<file path="src/rtl/uart_tx_arbiter.sv">
// uart_tx_arbiter: round-robin share of one UART TX serializer among N requesters
// Ports: clk_3125/rst (async, active-high) clock and reset; en gates new grants;
// req/req_data per-requester level request and byte; gnt one-hot grant pulse;
// tx_start/tx_data launch strobe and byte; tx_done end-of-frame pulse from serializer;
// busy not idle; err_timeout watchdog pulse; frame_cnt completed-frame counter.
module uart_tx_arbiter #(
    parameter int N            = 4,
    parameter int GAP_CLKS     = 27,
    parameter int TIMEOUT_CLKS = 320
) (
    input  logic           clk_3125,
    input  logic           rst,
    input  logic           en,
    input  logic [N-1:0]   req,
    input  logic [8*N-1:0] req_data,
    output logic [N-1:0]   gnt,
    output logic           tx_start,
    output logic [7:0]     tx_data,
    input  logic           tx_done,
    output logic           busy,
    output logic           err_timeout,
    output logic [15:0]    frame_cnt
);
    localparam int LW = $clog2(N);
    localparam int MX = (TIMEOUT_CLKS > GAP_CLKS) ? TIMEOUT_CLKS : GAP_CLKS;
    localparam int CW = $clog2(MX) + 1;
    localparam logic [1:0] IDLE      = 2'd0;
    localparam logic [1:0] WAIT_DONE = 2'd1;
    localparam logic [1:0] GAP       = 2'd2;
    // With no gap the frame end returns straight to IDLE.
    localparam logic [1:0] POST      = (GAP_CLKS == 0) ? IDLE : GAP;

    logic [1:0]    state;
    logic [CW-1:0] cnt;
    logic [LW-1:0] last, win;
    logic [LW:0]   idx;

    assign busy = state != IDLE;

    // Scan offsets from far to near so the nearest set request after last wins.
    always_comb begin
        win = last;
        idx = '0;
        for (int i = N; i > 0; i--) begin
            idx = (LW + 1)'(last) + (LW + 1)'(i);
            idx = (idx >= (LW + 1)'(N)) ? idx - (LW + 1)'(N) : idx;
            if (req[idx]) win = idx[LW-1:0];
        end
    end

    always_ff @(posedge clk_3125 or posedge rst) begin
        if (rst) begin
            state       <= IDLE;
            cnt         <= '0;
            last        <= LW'(N - 1);
            gnt         <= '0;
            tx_start    <= 1'b0;
            tx_data     <= 8'h00;
            err_timeout <= 1'b0;
            frame_cnt   <= 16'h0000;
        end else begin
            gnt         <= '0;
            tx_start    <= 1'b0;
            err_timeout <= 1'b0;
            case (state)
                IDLE: begin
                    if (en && |req) begin
                        gnt      <= N'(1) << win;
                        tx_start <= 1'b1;
                        tx_data  <= req_data[{win, 3'b000} +: 8];
                        last     <= win;
                        cnt      <= '0;
                        state    <= WAIT_DONE;
                    end
                end
                WAIT_DONE: begin
                    if (tx_done) begin
                        frame_cnt <= frame_cnt + 16'd1;
                        cnt       <= '0;
                        state     <= POST;
                    end else if (cnt == CW'(TIMEOUT_CLKS - 1)) begin
                        err_timeout <= 1'b1;
                        cnt         <= '0;
                        state       <= POST;
                    end else begin
                        cnt <= cnt + 1'b1;
                    end
                end
                GAP: begin
                    if (cnt == CW'(GAP_CLKS - 1)) begin
                        cnt   <= '0;
                        state <= IDLE;
                    end else begin
                        cnt <= cnt + 1'b1;
                    end
                end
                default: state <= IDLE;
            endcase
        end
    end
endmodule

</file>
<file path="config.mk">
export PLATFORM = sky130hd
export DESIGN_NAME = uart_tx_arbiter
export DESIGN_NICKNAME = d
export VERILOG_FILES = /design/src/rtl/uart_tx_arbiter.sv
export SDC_FILE = /design/constraint.sdc
export NUM_CORES = 1
export LEC_CHECK = 0
export BUFFER_PORTS_ARGS = -buffer_cell sky130_fd_sc_hd__buf_4
export CAP_MARGIN = 20
export CORE_ASPECT_RATIO = 0.7
export CORE_MARGIN = 4
export CORE_UTILIZATION = 55
export CTS_CLUSTER_DIAMETER = 40
export DETAILED_ROUTE_END_ITERATION = 8
export PLACE_DENSITY = 0.84
export SYNTH_ARGS = -nofsm -noshare
export SYNTH_HDL_FRONTEND = slang
export SYNTH_SLANG_ARGS = --single-unit
</file>
<file path="constraint.sdc">
create_clock -name clk_3125 -period 5.3 [get_ports clk_3125]
set_input_delay 1.06 -clock clk_3125 [delete_from_list [all_inputs] [get_ports clk_3125]]
set_output_delay 1.06 -clock clk_3125 [all_outputs]
set_load 0.1 [all_outputs]
</file>
* After elaboration in Yosys (flattened, before gate mapping)
Index checks and enable logic that the tools add are counted.
Widths: inputs -> output; s select.
** Storage, ports and cells
- Flip-flop bits (word level) :: 44
- Input port bits :: 40
- Output and inout bits :: 31
** Operators by class
- $add $sub $neg :: 10
- Magnitude comparators :: 8
- Equal/unequal tests :: 7
- Shifts and indexed selects :: 2
- Mux-type cells :: 33
- Reduce and logical (&&, ||, !) cells :: 9
** Operators with widths (number)
- $mux 10 :: 4
- $shiftx 32x6->8 :: 1
- $pmux 10 s3 :: 1
- $add 16x1->16 const B :: 1
- $mux 2 :: 8
- $ge 3x3->1 const B :: 4
- $lt 3x3->1 const B :: 4
- $mux 3 :: 4
- $sub 3x3->3 const B :: 4
- $add 10x1->10 const B :: 1
- $eq 10x5->1 const B :: 1
- $eq 10x9->1 const B :: 1
- $mux 1 :: 9
- $bmux 1 s2 :: 4
- $mux 4 :: 2
- $add 2x2->3 const B :: 2
- $pmux 2 s3 :: 1
- $reduce_and 2->1 :: 3
- $ne 2x2->1 const B :: 2
- $reduce_or 4->1 :: 1
- $shl 1x2->4 const A :: 1
- $add 2x1->3 const B :: 1
- $add 2x3->3 const B :: 1
- $ne 3x3->1 const B :: 1
- other kinds (7) :: 7

* Depth between registers and ports, before layout
Gate-level depths: netlist (run 1).
- Depth in word-level cells :: 12
- Gate-level depth with buffers :: 7
- Depth with buffers taken out :: 7

* Worst setup path after synthesis (run 1)
No wires, ideal clock.
- Path kind :: register to output
- From :: register state[0]
- To :: output port busy
- Arrival time :: 1.295 ns
- Required time :: 4.240 ns
- Slack :: 2.945 ns
- Stages on the path, launching flop included :: 4
- Buffers on the path :: 0
- Path through :: dfrtp_1 -> inv_1 -> ha_1 -> inv_1
** On the way
- Cells in the longest elaborated chain, start to end :: 1
** RTL lines
- start: declaration :: line 33 : logic [1:0] state;
- start signal: assignment :: line 53 : state <= IDLE;
- start signal: assignment :: line 73 : state <= WAIT_DONE;
- start signal: assignment :: line 80 : state <= POST;
- $reduce_bool 2->1 :: line 38 : assign busy = state != IDLE;
- end: declaration :: line 20 : output logic busy,
No other way between the ends.

* Worst setup path after layout (run 1)
Ends and elaborated chain as after synthesis.

==> results of run 1 <==
## registers in the layout (all words and copies together), names as in the netlist
register	cells
tx_data	8
gnt	4
cnt	10
err_timeout	1
last	2
frame_cnt	16
tx_start	1
state	2
## cell type report
cell class	count	area, um^2
multi-input combinational	175	1240
sequential	44	1100
fill	296	971
timing repair buffer	71	533
clock buffer	6	82.6
tap	52	65.1
clock inverter	2	38.8
inverter	7	26.3
## critical path: cells and delay by family (launching register included)
kind                       cells  cell delay (ns)
buffers and inverters          3             0.53
adders and majority gates      1             0.26
DFF                            1             0.40
## power groups by stage
| stage | combinational, mW | clock, mW | sequential, mW |
|---|---|---|---|
| 2_1_floorplan | 0.376 | 0 | 0.880 |
| 3_3_place_gp | 0.970 | 0 | 0.482 |
| 3_5_place_dp | 0.984 | 0 | 0.486 |
| 4_1_cts | 0.987 | 0.272 | 0.480 |
| 5_1_grt | 1.04 | 0.286 | 0.494 |
| 6_report | 0.987 | 0.267 | 0.481 |
## routing by layer
layer,track usage (%),share of wire (%),vias up
met4,6.42,1.8,0
met5,0,0,-
met2,30.6,45,57
met3,5.08,5.3,10
met1,31.5,48,926
li1,-,-,982
## how the worst max path moves through the flow
stage | start | endpoint | slack [ns] | cells past startpoint
after floorplan | state[0] | busy | 2.94 | 3
after global placement | req[1] | tx_data[0] | 2.54 | 6
after detailed placement | req[1] | tx_data[0] | 2.50 | 6
after CTS | state[0] | busy | 2.76 | 4
after global routing | req[1] | tx_data[0] | 2.61 | 6
final | state[0] | busy | 2.75 | 4
## cell families after synthesis
kind of cell / Yosys count / share of synthesized area [%]
buffers and inverters: 12 / 2.24
adder cells (fa/ha/maj): 7 / 3.65
XOR/XNOR: 15 / 5.47
multiplexers: 11 / 4.74
flip-flops: 44 / 45.9
AND/OR/NAND/NOR: 96 / 20.9
AO/OA/AOI/OAI: 46 / 17.1
## stage by stage
step                hold slack (ns)  setup slack [ns]  power [mW]  instance area, um^2  cells
floorplan                     0.490              2.94        1.26                 2400    231
global placement              0.462              2.54        1.45                 2970    349
detailed placement            0.484              2.50        1.47                 2970    349
CTS                           0.499              2.76        1.74                 3090    357
global route                  0.516              2.61        1.82                 3090    357
finish                        0.496              2.75        1.73                 3090    357
## cell usage in the layout (no fill, tap or decap), types with 2 or more instances in the layout
cell type and n:
buf_4 71, mux2_2 3, xnor2_1 10, ha_1 7, a211oi_2 6, nor3_1 11
nor2b_1 6, and3_1 10, clkbuf_8 6, nand4_1 4, a22o_2 8, a21oi_1 4
nand3_1 7, mux2i_1 8, nand2b_1 2, dfrtp_1 42, xor2_1 5, nor2_1 25
inv_1 6, dfstp_2 2, a21o_1 3, a211oi_1 10, and4_1 3, o21ai_0 7
nand2_1 18, or3b_1 2
==> results.sh, run 1 <==
export IMPL_drive_gt1_share_pct=34.8
export IMPL_power_density_nw_per_um2=561
export IMPL_fin_nets=351
export IMPL_fin_crit_sh_pct=48.0
export IMPL_core_area_um2=4070
export IMPL_worstHoldStart="frame_cnt[8]"
export IMPL_route_detailed_drc=0
export IMPL_tritoncts="done"
export IMPL_clockBufferDepth=2
export IMPL_p_int_mw=0.828
export IMPL_critPathRequiredTime_ns=4.24
export IMPL_cts_buffers=5
export IMPL_rsz0062_at_grt="no"
export IMPL_critPathKind="reg -> out"
export IMPL_drt_iter0_markers=88
export IMPL_yosysSeqAreaShare_pct=45.9
export IMPL_clock_latency_ns=0.29
export IMPL_maxSlewViolCount=0
export IMPL_fin_util_pct=76.1
export IMPL_htreeDepth=2
export IMPL_antenna_left=0
export IMPL_globalplace_congestion=1.01
export IMPL_die_area_um2=5510
export IMPL_skew_ns=0.00825
export IMPL_yosysMostFrequentCell="dfrtp_1"
export IMPL_ys_top_cells_by_count="42 x dfrtp_1, 25 x nor2_1, 18 x nand2_1"
export IMPL_grt_max_degree=45
export IMPL_post_cts_resized=0
export IMPL_switching_share_pct=52.3
export IMPL_io_pins=71
export IMPL_cap_violations=0
export IMPL_n_antenna_cell=0
export IMPL_wire_per_inst_um=15.7
export IMPL_clock_power_share_pct=15.4
export IMPL_antenna_found_initial=0
export IMPL_fp_dieW_um=87.0
export IMPL_synth_async_reset_ratio_pct=100
export IMPL_ys_seq_elements=44
export IMPL_cpMostUsedCell="inv_1"
export IMPL_fmax_mhz=393
export IMPL_p_comb_share_pct=56.9
export IMPL_finalSetupTns_ns=0
export IMPL_p_switching_mw=0.907
export IMPL_slew_headroom_pct=37.0
export IMPL_port_buffer_count=70
export IMPL_r2r_slack_ns=2.90
export IMPL_grt_usage_pct=21.3
export IMPL_holdCritPathClass="reg -> reg"
export IMPL_p_leak_nw=1.54
export IMPL_r2r_cells=7
export IMPL_synth_warning_count=0
export IMPL_worstPathArrival_ns=1.49
export IMPL_ys_types=43
export IMPL_yosysTopAreaCellShare_pct=43.8
export IMPL_reg2reg_from="state[0]"
export IMPL_netlist_instances=231
export IMPL_cts_setup_buffers=0
export IMPL_setup_violations_final=0
export IMPL_synth_area_leader_cell="dfrtp_1"
export IMPL_holdPathStages=1
export IMPL_clkSinkCount=44
export IMPL_hold_buffers=0
export IMPL_synthFlopType="dfrtp_1"
export IMPL_finalHoldViolCount=0
export IMPL_status="complete, no violations"
export IMPL_avgSynthCellArea_um2=10.4
export IMPL_synth_edf_count=0
export IMPL_peakVddDrop_mv=0.449
export IMPL_path_clk_slew_ns=0.09
export IMPL_dieHeight_um=63.3
export IMPL_cpPeakStageDelay_ns=0.40
export IMPL_layout_min_cycle_time_ns=2.55
export IMPL_start_util_pct=59.1
export IMPL_cp_max_fo=5
export IMPL_min_to="frame_cnt[8]"
export IMPL_cp_slowest_cell="dfrtp_1"
export IMPL_path_cells="inv_1, ha_1, inv_1, buf_4"
export IMPL_syn_num_nets=278
export IMPL_dp_hpwl_mm=4.28
export IMPL_synth_area_top_cells="dfrtp_1 44%, nor2_1 3.9%, ha_1 3.6%, xnor2_1 3.6%, a22o_2 3.3%"
export IMPL_reg2reg_to="tx_data[0]"
export IMPL_first_pass_iters=4
export IMPL_area_growth_pct=28.8
export IMPL_gr_total_overflow=0
export IMPL_grt_pass1_vias=1937
export IMPL_vias=1975
export IMPL_fp_row_count=19
export IMPL_syn_area_um2=2400
export IMPL_via_per_inst=5.53
export IMPL_grt_pass1_wl_mm=9.35
export IMPL_start_kind="flip-flop"
export IMPL_clockRootBuffer="clkbuf_8"
export IMPL_critPathCaptureType="output pin"
export IMPL_worst_pin_slew_ns=0.941
export IMPL_pwr_share_seq_pct=27.7
export IMPL_wirelength_mm=5.62
(Power assumes the default switching activity.)
==> inputs of run 2 (changes only) <==
Settings changed: ABC_AREA from default to 1, CORE_UTILIZATION 55 to 47, PLACE_DENSITY 0.84 to 0.76.
Clock period 5.3 ns to 2.14 ns, I/O delays scaled along.
==> results.sh, run 2 <==
export IMPL_drive_gt1_share_pct=28.3
export IMPL_path_clk_slew_ns=0.08
export IMPL_drt_iter0_markers=113
export IMPL_dp_cells=476
export IMPL_fin_util_pct=63.2
export IMPL_clockBufferDepth=2
export IMPL_grt_max_degree=26
export IMPL_yosysSeqAreaShare_pct=42.8
export IMPL_setup_violations_final=0
export IMPL_power_density_nw_per_um2=1630
export IMPL_placed_area_um2=3170
export IMPL_worst_pin_slew_ns=0.716
export IMPL_start_kind="flip-flop"
export IMPL_rsz0062_at_grt="no"
export IMPL_die_area_um2=6750
export IMPL_route_detailed_drc=0
export IMPL_dp_hpwl_mm=4.64
export IMPL_final_cell_mix="129 x nand2_1, 73 x buf_4, 37 x dfrtp_1"
export IMPL_grt_usage_pct=18.1
export IMPL_synth_area_leader_cell="dfrtp_1"
export IMPL_top_register="frame_cnt"
export IMPL_synthFlopType="dfrtp_1"
export IMPL_netlist_instances=338
export IMPL_whs_ns=0.172
export IMPL_reg2reg_from="state[1]"
export IMPL_cap_violations=0
export IMPL_synthSimpleGateAreaFrac_pct=35.8
export IMPL_critPathCaptureType="flip-flop"
export IMPL_dieHeight_um=70.0
export IMPL_synthXorXnorAreaFrac_pct=5.78
export IMPL_antenna_found_initial=0
export IMPL_synth_top_family_by_area="simple AND/OR/NAND/NOR gates"
export IMPL_slew_headroom_pct=52.0
export IMPL_port_buffer_count=70
export IMPL_clockRootBuffer="clkbuf_8"
export IMPL_grt_pass1_wl_mm=9.95
export IMPL_syn_num_nets=385
export IMPL_core_area_um2=5290
export IMPL_antenna_left=0
export IMPL_wirelength_mm=5.95
export IMPL_grt_pass1_vias=2208
export IMPL_ys_types=32
export IMPL_syn_area_um2=2580
export IMPL_area_growth_pct=29.5
export IMPL_fin_nets=460
export IMPL_gr_total_overflow=0
export IMPL_synth_async_reset_ratio_pct=100
export IMPL_crit_start="state[1]"
export IMPL_ys_seq_elements=44
export IMPL_power_mw=5.44
export IMPL_final_common_cell="nand2_1"
export IMPL_clock_latency_ns=0.28
export IMPL_n_antenna_cell=0
export IMPL_cp_max_fo=4
export IMPL_worst_slack_ns=0.181
export IMPL_holdCritPathClass="in -> async"
export IMPL_worstPathArrival_ns=2.13
export IMPL_tritoncts="done"
export IMPL_ys_top_cells_by_count="129 x nand2_1, 42 x dfrtp_1, 29 x inv_1"
export IMPL_synth_edf_count=0
export IMPL_vias=2395
export IMPL_dp_slack_ns=0.132
export IMPL_yosysTopAreaCellShare_pct=40.8
export IMPL_avgSynthCellArea_um2=7.63
export IMPL_peakVddDrop_mv=1.38
export IMPL_switching_share_pct=56.0
export IMPL_muxShareOfSynthArea_pct=0
export IMPL_p_int_mw=2.40
export IMPL_pwr_share_seq_pct=22.1
export IMPL_p_switching_mw=3.05
export IMPL_synth_fa_ha_area_share_pct=3.40
export IMPL_nFillCells=467
export IMPL_skew_ns=0.00517
export IMPL_first_pass_iters=4
export IMPL_yosysMostFrequentCell="nand2_1"
export IMPL_io_pins=71
export IMPL_critPathKind="reg -> reg"
export IMPL_fin_crit_sh_pct=91.6
export IMPL_clock_power_share_pct=12.0
export IMPL_fp_dieW_um=96.5
export IMPL_synth_compound_area_share_pct=4.32
export IMPL_htreeDepth=2
export IMPL_p_comb_share_pct=65.9
export IMPL_maxSlewViolCount=0
export IMPL_largest_reg_flops=16
export IMPL_status="complete, no violations"
export IMPL_finalHoldViolCount=0
export IMPL_fp_row_count=22
export IMPL_final_cells=486
export IMPL_wire_per_inst_um=12.2
export IMPL_p_leak_nw=1.79
export IMPL_clkSinkCount=44
export IMPL_via_per_inst=4.93
export IMPL_fmax_mhz=510
export IMPL_globalplace_congestion=0.911
export IMPL_largest_registers="frame_cnt x16, cnt x10, tx_data x8"
export IMPL_design_area_um2=3340
export IMPL_layout_min_cycle_time_ns=1.96
export IMPL_synth_area_top_cells="dfrtp_1 41%, nand2_1 19%, nand3_1 5.4%, inv_1 4.2%, ha_1 3.4%"
export IMPL_start_util_pct=48.8
export IMPL_cts_buffers=5
export IMPL_finalSetupTns_ns=0
export IMPL_synth_warning_count=0
export IMPL_critPathRequiredTime_ns=2.31
[run 2: worst paths after layout]
path                                  to  cells past startpoint  slack (ns)
setup / recovery           frame_cnt[14]                     12        0.18
hold / removal              frame_cnt[7]                      2        0.17
setup reg to reg           frame_cnt[14]                     12        0.18
hold reg to reg             frame_cnt[3]                      1        0.48
max in group asynchronous        last[1]                      3        1.39
min in group clk_3125        err_timeout                      2        0.31
[run 2: cell type report]
class	count	area (um^2)	share of cell area [%]
well taps	72	90.1	2.70
multi-input cells	253	1290	38.7
inverters	33	131	3.94
repair buffers	76	593	17.8
flip-flops and latches	44	1110	33.2
clock buffers	6	82.6	2.47
clock inverters	2	38.8	1.16
[run 2: cell families after synthesis]
logic type | after synthesis
simple gates | 210
flops | 44
buf+inv | 41
compound gates | 19
xor+xnor | 17
fa+ha+maj | 7
[run 2: repair_timing]
item / 4_1_cts / 5_1_grt
hold buffers: 0 / 0
buffers inserted: 0 / 2
setup endpoints to repair: 0 / 13
resized for setup: 0 / 5
[run 2: worst max-delay path, cell delays in order, from the launching register on]
cell and delay [ns]:
dfrtp_1 0.41, inv_1 0.09, ha_1 0.18, nand2_1 0.13, inv_2 0.09, nand2_1 0.09
nor2_2 0.13, nand3_1 0.13, nor2_2 0.16, nand3_2 0.10, nor2_2 0.13, nand2_1 0.08
xnor2_1 0.12
[run 2: metal layers]
| metal | routed length, um | vias to the layer above | GRT usage [%] |
|---|---|---|---|
| met5 | 0 | - | 0 |
| met2 | 2700 | 72 | 27.4 |
| met4 | 10 | 0 | 2.02 |
| met1 | 2850 | 1108 | 27.4 |
| met3 | 394 | 2 | 3.98 |
| li1 | - | 1213 | - |
[run 2: power by group through the flow]
stage               Clock (mW)  Sequential, mW  Combinational (mW)
floorplan                    0            2.16                1.97
global placement             0            1.24                3.38
detailed placement           0            1.24                3.47
CTS                      0.664            1.23                3.47
global route             0.703            1.23                3.92
finish                   0.653            1.20                3.59
